**src/rtl/regex_thread_fifo_pkg.sv**
```systemverilog
// Shared widths and the thread payload for the regex thread FIFO.
package regex_thread_fifo_pkg;

    localparam int unsigned PC_WIDTH        = 8;
    localparam int unsigned CC_ID_BITS      = 2;
    localparam int unsigned FIFO_DEPTH_LOG2 = 4;
    localparam int unsigned FIFO_DEPTH      = 1 << FIFO_DEPTH_LOG2;
    localparam int unsigned COUNT_W         = FIFO_DEPTH_LOG2 + 1;
    localparam int unsigned THREAD_WIDTH    = CC_ID_BITS + PC_WIDTH;

    typedef struct packed {
        logic [CC_ID_BITS-1:0] cc_id;
        logic [PC_WIDTH-1:0]   pc;
    } thread_t;

endpackage

```
**src/rtl/regex_thread_fifo_if.sv**
```systemverilog
// Seed, CPU push/pop handshakes and status between the controller/CPU and the thread FIFO.
interface regex_thread_fifo_if;
    import regex_thread_fifo_pkg::*;

    logic                      seed_valid;
    logic [CC_ID_BITS-1:0]     seed_cc_id;
    logic [PC_WIDTH-1:0]       seed_pc;
    logic                      seed_ready;
    logic                      push_valid;
    logic [CC_ID_BITS-1:0]     push_cc_id;
    logic [PC_WIDTH-1:0]       push_pc;
    logic                      push_ready;
    logic                      pop_valid;
    logic [CC_ID_BITS-1:0]     pop_cc_id;
    logic [PC_WIDTH-1:0]       pop_pc;
    logic                      pop_ready;
    logic                      flush;
    logic [COUNT_W-1:0]        count;
    logic                      empty;
    logic                      full;

    modport master (
        output seed_valid, seed_cc_id, seed_pc, push_valid, push_cc_id, push_pc,
               pop_ready, flush,
        input  seed_ready, push_ready, pop_valid, pop_cc_id, pop_pc, count, empty, full
    );

    modport slave (
        input  seed_valid, seed_cc_id, seed_pc, push_valid, push_cc_id, push_pc,
               pop_ready, flush,
        output seed_ready, push_ready, pop_valid, pop_cc_id, pop_pc, count, empty, full
    );

endinterface

```
**src/rtl/regex_thread_fifo_mem.sv**
```systemverilog
// Register-array storage: one synchronous write port, one asynchronous read port.
module regex_thread_fifo_mem #(
    parameter int unsigned DEPTH_LOG2 = 4,
    parameter int unsigned WIDTH      = 10
) (
    input  logic                  clk,
    input  logic                  i_wr_en,
    input  logic [DEPTH_LOG2-1:0] i_wr_addr,
    input  logic [WIDTH-1:0]      i_wr_data,
    input  logic [DEPTH_LOG2-1:0] i_rd_addr,
    output logic [WIDTH-1:0]      o_rd_data
);

    localparam int unsigned DEPTH = 1 << DEPTH_LOG2;

    logic [WIDTH-1:0] r_mem [DEPTH];

    // Contents need no reset: entries are only read once count covers them.
    always_ff @(posedge clk) begin
        if (i_wr_en) begin
            r_mem[i_wr_addr] <= i_wr_data;
        end
    end

    assign o_rd_data = r_mem[i_rd_addr];

endmodule

```
**src/rtl/regex_thread_fifo.sv**
```systemverilog
// Circular thread FIFO between regex_cpu output_pc and input_pc, with seed injection.
module regex_thread_fifo
    import regex_thread_fifo_pkg::*;
(
    input  logic               clk,
    input  logic               rst,
    regex_thread_fifo_if.slave bus
);

    logic [FIFO_DEPTH_LOG2-1:0] r_rd_ptr;
    logic [FIFO_DEPTH_LOG2-1:0] r_wr_ptr;
    logic [COUNT_W-1:0]         r_count;

    logic    w_empty;
    logic    w_full;
    logic    w_seed_ready;
    logic    w_push_ready;
    logic    w_seed_fire;
    logic    w_push_fire;
    logic    w_wr_en;
    logic    w_pop_fire;
    thread_t w_wr_data;
    thread_t w_rd_data;

    assign w_empty      = (r_count == '0);
    assign w_full       = (r_count == COUNT_W'(FIFO_DEPTH));
    // Seed wins arbitration; push_ready looks at seed_valid only, never push_valid.
    assign w_seed_ready = !w_full && !bus.flush;
    assign w_push_ready = !w_full && !bus.flush && !bus.seed_valid;
    assign w_seed_fire  = bus.seed_valid && w_seed_ready;
    assign w_push_fire  = bus.push_valid && w_push_ready;
    assign w_wr_en      = w_seed_fire || w_push_fire;
    assign w_pop_fire   = !w_empty && bus.pop_ready && !bus.flush;

    always_comb begin
        w_wr_data = '0;
        if (w_seed_fire) begin
            w_wr_data.cc_id = bus.seed_cc_id;
            w_wr_data.pc    = bus.seed_pc;
        end else begin
            w_wr_data.cc_id = bus.push_cc_id;
            w_wr_data.pc    = bus.push_pc;
        end
    end

    regex_thread_fifo_mem #(
        .DEPTH_LOG2 (FIFO_DEPTH_LOG2),
        .WIDTH      (THREAD_WIDTH)
    ) u_mem (
        .clk       (clk),
        .i_wr_en   (w_wr_en),
        .i_wr_addr (r_wr_ptr),
        .i_wr_data (THREAD_WIDTH'(w_wr_data)),
        .i_rd_addr (r_rd_ptr),
        .o_rd_data (w_rd_data)
    );

    // Pointers wrap naturally at the power-of-two depth.
    always_ff @(posedge clk) begin
        if (rst || bus.flush) begin
            r_rd_ptr <= '0;
            r_wr_ptr <= '0;
            r_count  <= '0;
        end else begin
            if (w_wr_en) begin
                r_wr_ptr <= r_wr_ptr + FIFO_DEPTH_LOG2'(1);
            end
            if (w_pop_fire) begin
                r_rd_ptr <= r_rd_ptr + FIFO_DEPTH_LOG2'(1);
            end
            case ({w_wr_en, w_pop_fire})
                2'b10:   r_count <= r_count + COUNT_W'(1);
                2'b01:   r_count <= r_count - COUNT_W'(1);
                default: r_count <= r_count;
            endcase
        end
    end

    assign bus.seed_ready = w_seed_ready;
    assign bus.push_ready = w_push_ready;
    assign bus.pop_valid  = !w_empty;
    assign bus.pop_cc_id  = w_rd_data.cc_id;
    assign bus.pop_pc     = w_rd_data.pc;
    assign bus.count      = r_count;
    assign bus.empty      = w_empty;
    assign bus.full       = w_full;

endmodule

```
**src/flat_wrapper.sv**
```systemverilog
// flat-port wrapper written by rule: the top's interface ports become plain ports
module regex_thread_fifo_flat import regex_thread_fifo_pkg::*;
  (clk, rst, bus_seed_valid, bus_seed_cc_id, bus_seed_pc, bus_push_valid, bus_push_cc_id, bus_push_pc, bus_pop_ready, bus_flush, bus_seed_ready, bus_push_ready, bus_pop_valid, bus_pop_cc_id, bus_pop_pc, bus_count, bus_empty, bus_full);
  regex_thread_fifo_if bus_i ();
  input  logic clk;
  input  logic rst;
  input wire logic [$bits(bus_i.seed_valid)-1:0] bus_seed_valid;
  input wire logic [$bits(bus_i.seed_cc_id)-1:0] bus_seed_cc_id;
  input wire logic [$bits(bus_i.seed_pc)-1:0] bus_seed_pc;
  input wire logic [$bits(bus_i.push_valid)-1:0] bus_push_valid;
  input wire logic [$bits(bus_i.push_cc_id)-1:0] bus_push_cc_id;
  input wire logic [$bits(bus_i.push_pc)-1:0] bus_push_pc;
  input wire logic [$bits(bus_i.pop_ready)-1:0] bus_pop_ready;
  input wire logic [$bits(bus_i.flush)-1:0] bus_flush;
  output wire logic [$bits(bus_i.seed_ready)-1:0] bus_seed_ready;
  output wire logic [$bits(bus_i.push_ready)-1:0] bus_push_ready;
  output wire logic [$bits(bus_i.pop_valid)-1:0] bus_pop_valid;
  output wire logic [$bits(bus_i.pop_cc_id)-1:0] bus_pop_cc_id;
  output wire logic [$bits(bus_i.pop_pc)-1:0] bus_pop_pc;
  output wire logic [$bits(bus_i.count)-1:0] bus_count;
  output wire logic [$bits(bus_i.empty)-1:0] bus_empty;
  output wire logic [$bits(bus_i.full)-1:0] bus_full;
  assign bus_i.seed_valid = bus_seed_valid;
  assign bus_i.seed_cc_id = bus_seed_cc_id;
  assign bus_i.seed_pc = bus_seed_pc;
  assign bus_i.push_valid = bus_push_valid;
  assign bus_i.push_cc_id = bus_push_cc_id;
  assign bus_i.push_pc = bus_push_pc;
  assign bus_i.pop_ready = bus_pop_ready;
  assign bus_i.flush = bus_flush;
  assign bus_seed_ready = bus_i.seed_ready;
  assign bus_push_ready = bus_i.push_ready;
  assign bus_pop_valid = bus_i.pop_valid;
  assign bus_pop_cc_id = bus_i.pop_cc_id;
  assign bus_pop_pc = bus_i.pop_pc;
  assign bus_count = bus_i.count;
  assign bus_empty = bus_i.empty;
  assign bus_full = bus_i.full;
  regex_thread_fifo u_core (.clk(clk), .rst(rst), .bus(bus_i));
endmodule
```
**config.mk**
```make
export PLATFORM = sky130hd
export DESIGN_NAME = regex_thread_fifo_flat
export DESIGN_NICKNAME = d
export VERILOG_FILES = /design/src/rtl/regex_thread_fifo_pkg.sv /design/src/rtl/regex_thread_fifo_if.sv /design/src/rtl/regex_thread_fifo_mem.sv /design/src/rtl/regex_thread_fifo.sv /design/src/flat_wrapper.sv
export SDC_FILE = /design/constraint.sdc
export NUM_CORES = 1
export LEC_CHECK = 0
export BUFFER_PORTS_ARGS = -buffer_cell sky130_fd_sc_hd__buf_2
export CAP_MARGIN = 20
export CORE_MARGIN = 2
export CORE_UTILIZATION = 40
export DETAILED_ROUTE_END_ITERATION = 8
export HOLD_SLACK_MARGIN = 0.03
export SLEW_MARGIN = 20
export SYNTH_ARGS = -nofsm -noshare
export SYNTH_HDL_FRONTEND = slang
export SYNTH_HIERARCHICAL = 1
export SYNTH_SLANG_ARGS = --single-unit
```
**constraint.sdc**
```tcl
create_clock -name clk -period 3.7 [get_ports clk]
set_input_delay 0.37 -clock clk [delete_from_list [all_inputs] [get_ports clk]]
set_output_delay 0.37 -clock clk [all_outputs]
set_load 0.05 [all_outputs]
```
# Word-level counts from Yosys, hierarchy flattened
# Memory sizes are Yosys's and may differ from the RTL's. A register that Yosys moved wholly into a read port is not among the register bits.
# Index checks and enable logic that the tools add are counted.
# totals
ff_bits	13
mem_bits_rw	160
inputBits	26
output_inout_bits	20
n_memories	1
# mem_list
memory	depth	width	rd	rd_ports_with_merged_regs	wr	line_no	source
u_core.u_mem.r_mem	16	10	1	1	1	regex_thread_fifo_mem.sv:16	logic [WIDTH-1:0] r_mem [DEPTH];
# classes
n_addsub	4
eq_ne	3
mux	6
n_reduce_logical	14
# ops
op	n
$mux W10	1
$pmux W5 S2	1
$add A4 B1 Y4 const B	2
$mux W4	2
$logic_and A1 B1 Y1	6
$add A5 B1 Y5 const B	1
$eq A5 B5 Y1 const B	1
$logic_not A5 Y1	1
$sub A5 B1 Y5 const B	1
$logic_not A1 Y1	4
$eq A2 B1 Y1 const B	1
$eq A2 B2 Y1 const B	1
$logic_or A1 B1 Y1	2
$mux W1	2
$reduce_bool A2 Y1	1

# Logic depth before layout (Yosys ltp)
# depth
depth_word	8
ltp_mapped	9
depth_no_buf	9

# Modules after synthesis
# Netlist, hierarchy kept.
# by_module_without_submodules
mod	n_inst	cells_per_inst	area_each_um2	seq_area_each_um2
regex_thread_fifo_mem	1	269	6153.4	4804.6
regex_thread_fifo	1	95	935.9	260.2

# Worst setup path before layout
# OpenSTA, ideal clock, no wires.
# synth_path
path_type	reg2reg
start	register u_core.r_count[0] (netlist: u_core/bus.count[0])
end	memory u_core.u_mem.r_mem[0][0], enable pin
setup_ns	0.390
arrival_time_ns	2.574
setup_slack_ns	0.736
stages_incl_launch_ff	6
path_buffers	0
period_less_slack_ns	2.964
path_cell_list	dfxtp_1 > nor4_4 > a211o_2 > inv_1 > or3b_1 > nor3_1
# synth_between
elab_chain_len	8
elab_cells_between_ends	9
classes_between	1 x eq/ne; 2 x mux; 6 x reduce/logical
# synth_lines
item	line_no	source
from (decl)	regex_thread_fifo.sv:12	logic [COUNT_W-1:0] r_count;
from (signal assigned)	regex_thread_fifo.sv:72	2'b10: r_count <= r_count + COUNT_W'(1);
from (signal assigned)	regex_thread_fifo.sv:73	2'b01: r_count <= r_count - COUNT_W'(1);
from (signal assigned)	regex_thread_fifo.sv:74	default: r_count <= r_count;
$eq A5 B5 Y1 (*)	regex_thread_fifo.sv:26	assign w_full = (r_count == COUNT_W'(FIFO_DEPTH));
$logic_not A1 Y1 (*)	regex_thread_fifo.sv:28, regex_thread_fifo.sv:29	
$logic_and A1 B1 Y1 (*)	regex_thread_fifo.sv:28, regex_thread_fifo.sv:29	
$logic_and A1 B1 Y1	regex_thread_fifo.sv:29	assign w_push_ready = !w_full && !bus.flush && !bus.seed_valid;
$logic_and A1 B1 Y1	regex_thread_fifo.sv:31	assign w_push_fire = bus.push_valid && w_push_ready;
$logic_or A1 B1 Y1 (*)	regex_thread_fifo.sv:32	assign w_wr_en = w_seed_fire || w_push_fire;
via u_core.w_wr_en	regex_thread_fifo.sv:20	logic w_wr_en;
$mux W1 (*)	regex_thread_fifo_mem.sv:20	if (i_wr_en) begin
$mux W1 (not written as such) (*)	regex_thread_fifo_mem.sv:21	r_mem[i_wr_addr] <= i_wr_data;
to (decl)	regex_thread_fifo_mem.sv:16	
# Mark *: on every way through the listed nets, which the timed path passes. The rest lies on a longest branch.

==> results.md <==
* Status: complete, no violations
* Initial antenna violation count at 0
* Synth Instances at 364
* Setup Fix Bufs, Post-CTS at 0
* Clock transition at path regs at 0.06 ns
* Worst path max stage delay at 0.82 ns
* Drt drc at 0
* Worst path slowest cell: nor2b_1
* Crit-path cells: nor2b_1 -> a22oi_1 -> nand2_1 -> buf_2
* CP startpoint: u_core/r_rd_ptr[2]
* Syn Std Cell Area at 7090 um2
* Post-Layout Inst Area at 8270 um2
* Kind of critical path: reg -> out
* Internal reg-to-reg setup slack at 0.98 ns
* First-pass GRT wire length at 22.5 mm
* R2r endpoint: u_core/u_mem/r_mem[2][3]
* Setup TNS at 0 ns
* Largest area contributor in the netlist: edfxtp_1
* Seq/Total Area, Yosys at 71.4%
* Worst Setup EP: bus_pop_pc[6]
* Final worst path period need at 2.78 ns
* Worst vdd ir at 0.000314 V
* Buffers added on ports at 45
* Vias in the first global route at 3779
* Router iterations before antenna repair at 5
* CP Capture Type: primary output
* Cell with the most instances after synthesis: edfxtp_1
* Critical path fanouts, max at 10
* Total Wirelength at 14.8 mm
* Seq cells post-synth at 173
* Max Root-Sink Buffers at 2
* Die width at 137 um
* Worst Setup Start Kind: flop
* Leakage at 2.78 nW
* Placed wire-length estimate at 9.50 mm
* Count of flip-flops with a built-in enable after synthesis at 160
* Final GP Congestion at 0.773
* Critical Path AT at 2.41 ns
* Final Cycle Share at 75.3%
* Cell Rows at 48
* Clock H-tree levels at 4
* Ys flop type: edfxtp_1
* Clock Root Buffer: clkbuf_16
* # resized after CTS at 0
* Post-DR wirelength/cell at 22.1 um
* CTS Buf Count at 17
* Worst r2r src: u_core/bus.count[0]
* Post-DRT Antenna Nets at 0
* Post-synth top cells: 160 x edfxtp_1, 28 x mux4_2, 26 x nor2_1, 20 x a22oi_1, 15 x nand2_1
* Vias per Instance at 5.46
* Worst rel slew slack at 33.4%
* Worst skew pair latency at 0.43 ns
* Top area cells in the synthesized netlist: edfxtp_1 68%, mux4_2 8.9%, mux4_1 4.4%
* GRT Util Overall at 17.2%
* Unrepaired setup endpoints after global routing: no
* Final setup fails at 0
* Crit path max-delay family: simple AND/OR/NAND/NOR gates
* Clk sinks at 173
* DIE AREA at 18800 um2
* Hold Crit Class: in -> reg
* Layout Nets at 464
* Post-CTS Hold Fix Bufs at 0
* Placed Area at 7640 um2
* Core area at 17300 um2
* DR vias at 3654
* Largest net degree at the start of global routing at 31
* Top-area cell type share of the netlist area at 67.8%
* Hold Vio Cnt, Final at 0
* Hold path cells at 4
* Ys async rst share at 0%
* Clock Skew at 0.0127 ns
* MaxCap Viol Count at 0
* Post-synth net total at 397
* Unique masters post-synth at 48
* Reg2reg path depth at 5
* Slew Viols, Final at 0
* Ant. Diodes at 0
* Worst EP required at 3.33 ns
* PwrDens at 519 nW/um2
* Syn_area_per_cell at 19.5 um2
* Worst slew pin tran at 0.996 ns
* DRT iter0 DRCs at 301
* Synth warn at 6
* Hold_sp: rst
* CP Buf/Inv Count at 1
* Layout cells sized above 1 at 31.5%
* Area growth, synth to finish at 16.6%
* Grt ovf at 0
* Initial core utilization at 41.0%
* Io pins at 46
* Critical path depth in cells at 4
* Die Y at 137 um
* CTS tree: done
* Fmax at 359 MHz
[layout by cell type (no fill, tap or decap), types with 5 or more instances in the layout]
master and count:
edfxtp_1 160, buf_2 45, mux4_2 28, nor2_1 26, a22oi_1 20, buf_4 18, clkbuf_16 17, nand2_1 15
mux4_1 12, dfxtp_1 11, mux2_4 10, nand3_1 6, ha_1 6, bufinv_16 5, nor3_1 5, a21oi_1 5
[power breakdown]
part | switching, W | leakage, nW | internal [W] | total (W)
logic | 0.000143 | 0.932 | 0.0000698 | 0.000213
clock network | 0.000712 | 0.303 | 0.00119 | 0.00191
registers | 0.00000717 | 1.55 | 0.00216 | 0.00217
total | 0.000862 | 2.78 | 0.00343 | 0.00429
[layout make-up]
cell class	instances	area [um2]
flip-flops and latches	173	5070
clock buffers	20	437
fillers	1455	9030
repair buffers	64	380
clock inverters	12	193
inverters	3	11.3
multi-input cells	172	1900
well taps	225	282
[worst min-delay path by stage]
stage,slack (ns),to
after global placement,0.52,u_core/r_wr_ptr[3]
after floorplan,0.49,u_core/r_rd_ptr[3]
after global routing,0.30,u_core/bus.count[4]
after CTS,0.27,u_core/bus.count[4]
after detailed placement,0.53,u_core/r_wr_ptr[3]
final,0.28,u_core/bus.count[4]
[per-stage QoR]
step	worst slack (ns)	std cells	util (%)	hold slack (ns)	total power (W)
after floorplan	0.736	364	-	0.485	0.00235
after global placement	1.10	637	44.2	0.522	0.00242
after detailed placement	1.00	637	44.2	0.526	0.00243
after CTS	0.840	669	47.8	0.270	0.00432
after global routing	0.683	669	47.8	0.296	0.00442
final	0.915	669	47.8	0.277	0.00429
[per-layer routing]
metal	share of wire, %	routed length (um)	up-vias	global-route usage (%)
li1	-	-	1631	-
met1	46	6820	1899	24.3
met2	47	6980	109	26.4
met3	5.1	756	15	3.81
met4	1.3	194	0	5.96
met5	0	0	-	0
[worst min-delay path, delay by kind of cell]
family | cells | cell delay, ns
buffers and inverters | 1 | 0.09
AND/OR/NAND/NOR | 2 | 0.15
AO/OA/AOI/OAI | 1 | 0.05
[sequential cells by signal, summed over array words and instances, names as in the netlist]
register / flops
u_core/u_mem/r_mem: 160
u_core/bus.count: 5
u_core/r_rd_ptr: 4
u_core/r_wr_ptr: 4
[cells by family (layout without fill, tap and decap cells)]
family,count (synthesis),count (layout),share of synthesized area [%]
DFF,173,173,71.4
and+or+nand+nor,71,71,5.17
muxes,52,52,15.7
AOI/OAI and AO/OA,36,36,3.78
buffers and inverters,19,99,1.78
adders and majority gates,7,7,1.34
xor gates and xnor gates,6,6,0.741
Note: power is estimated with default switching activity, not from simulation.
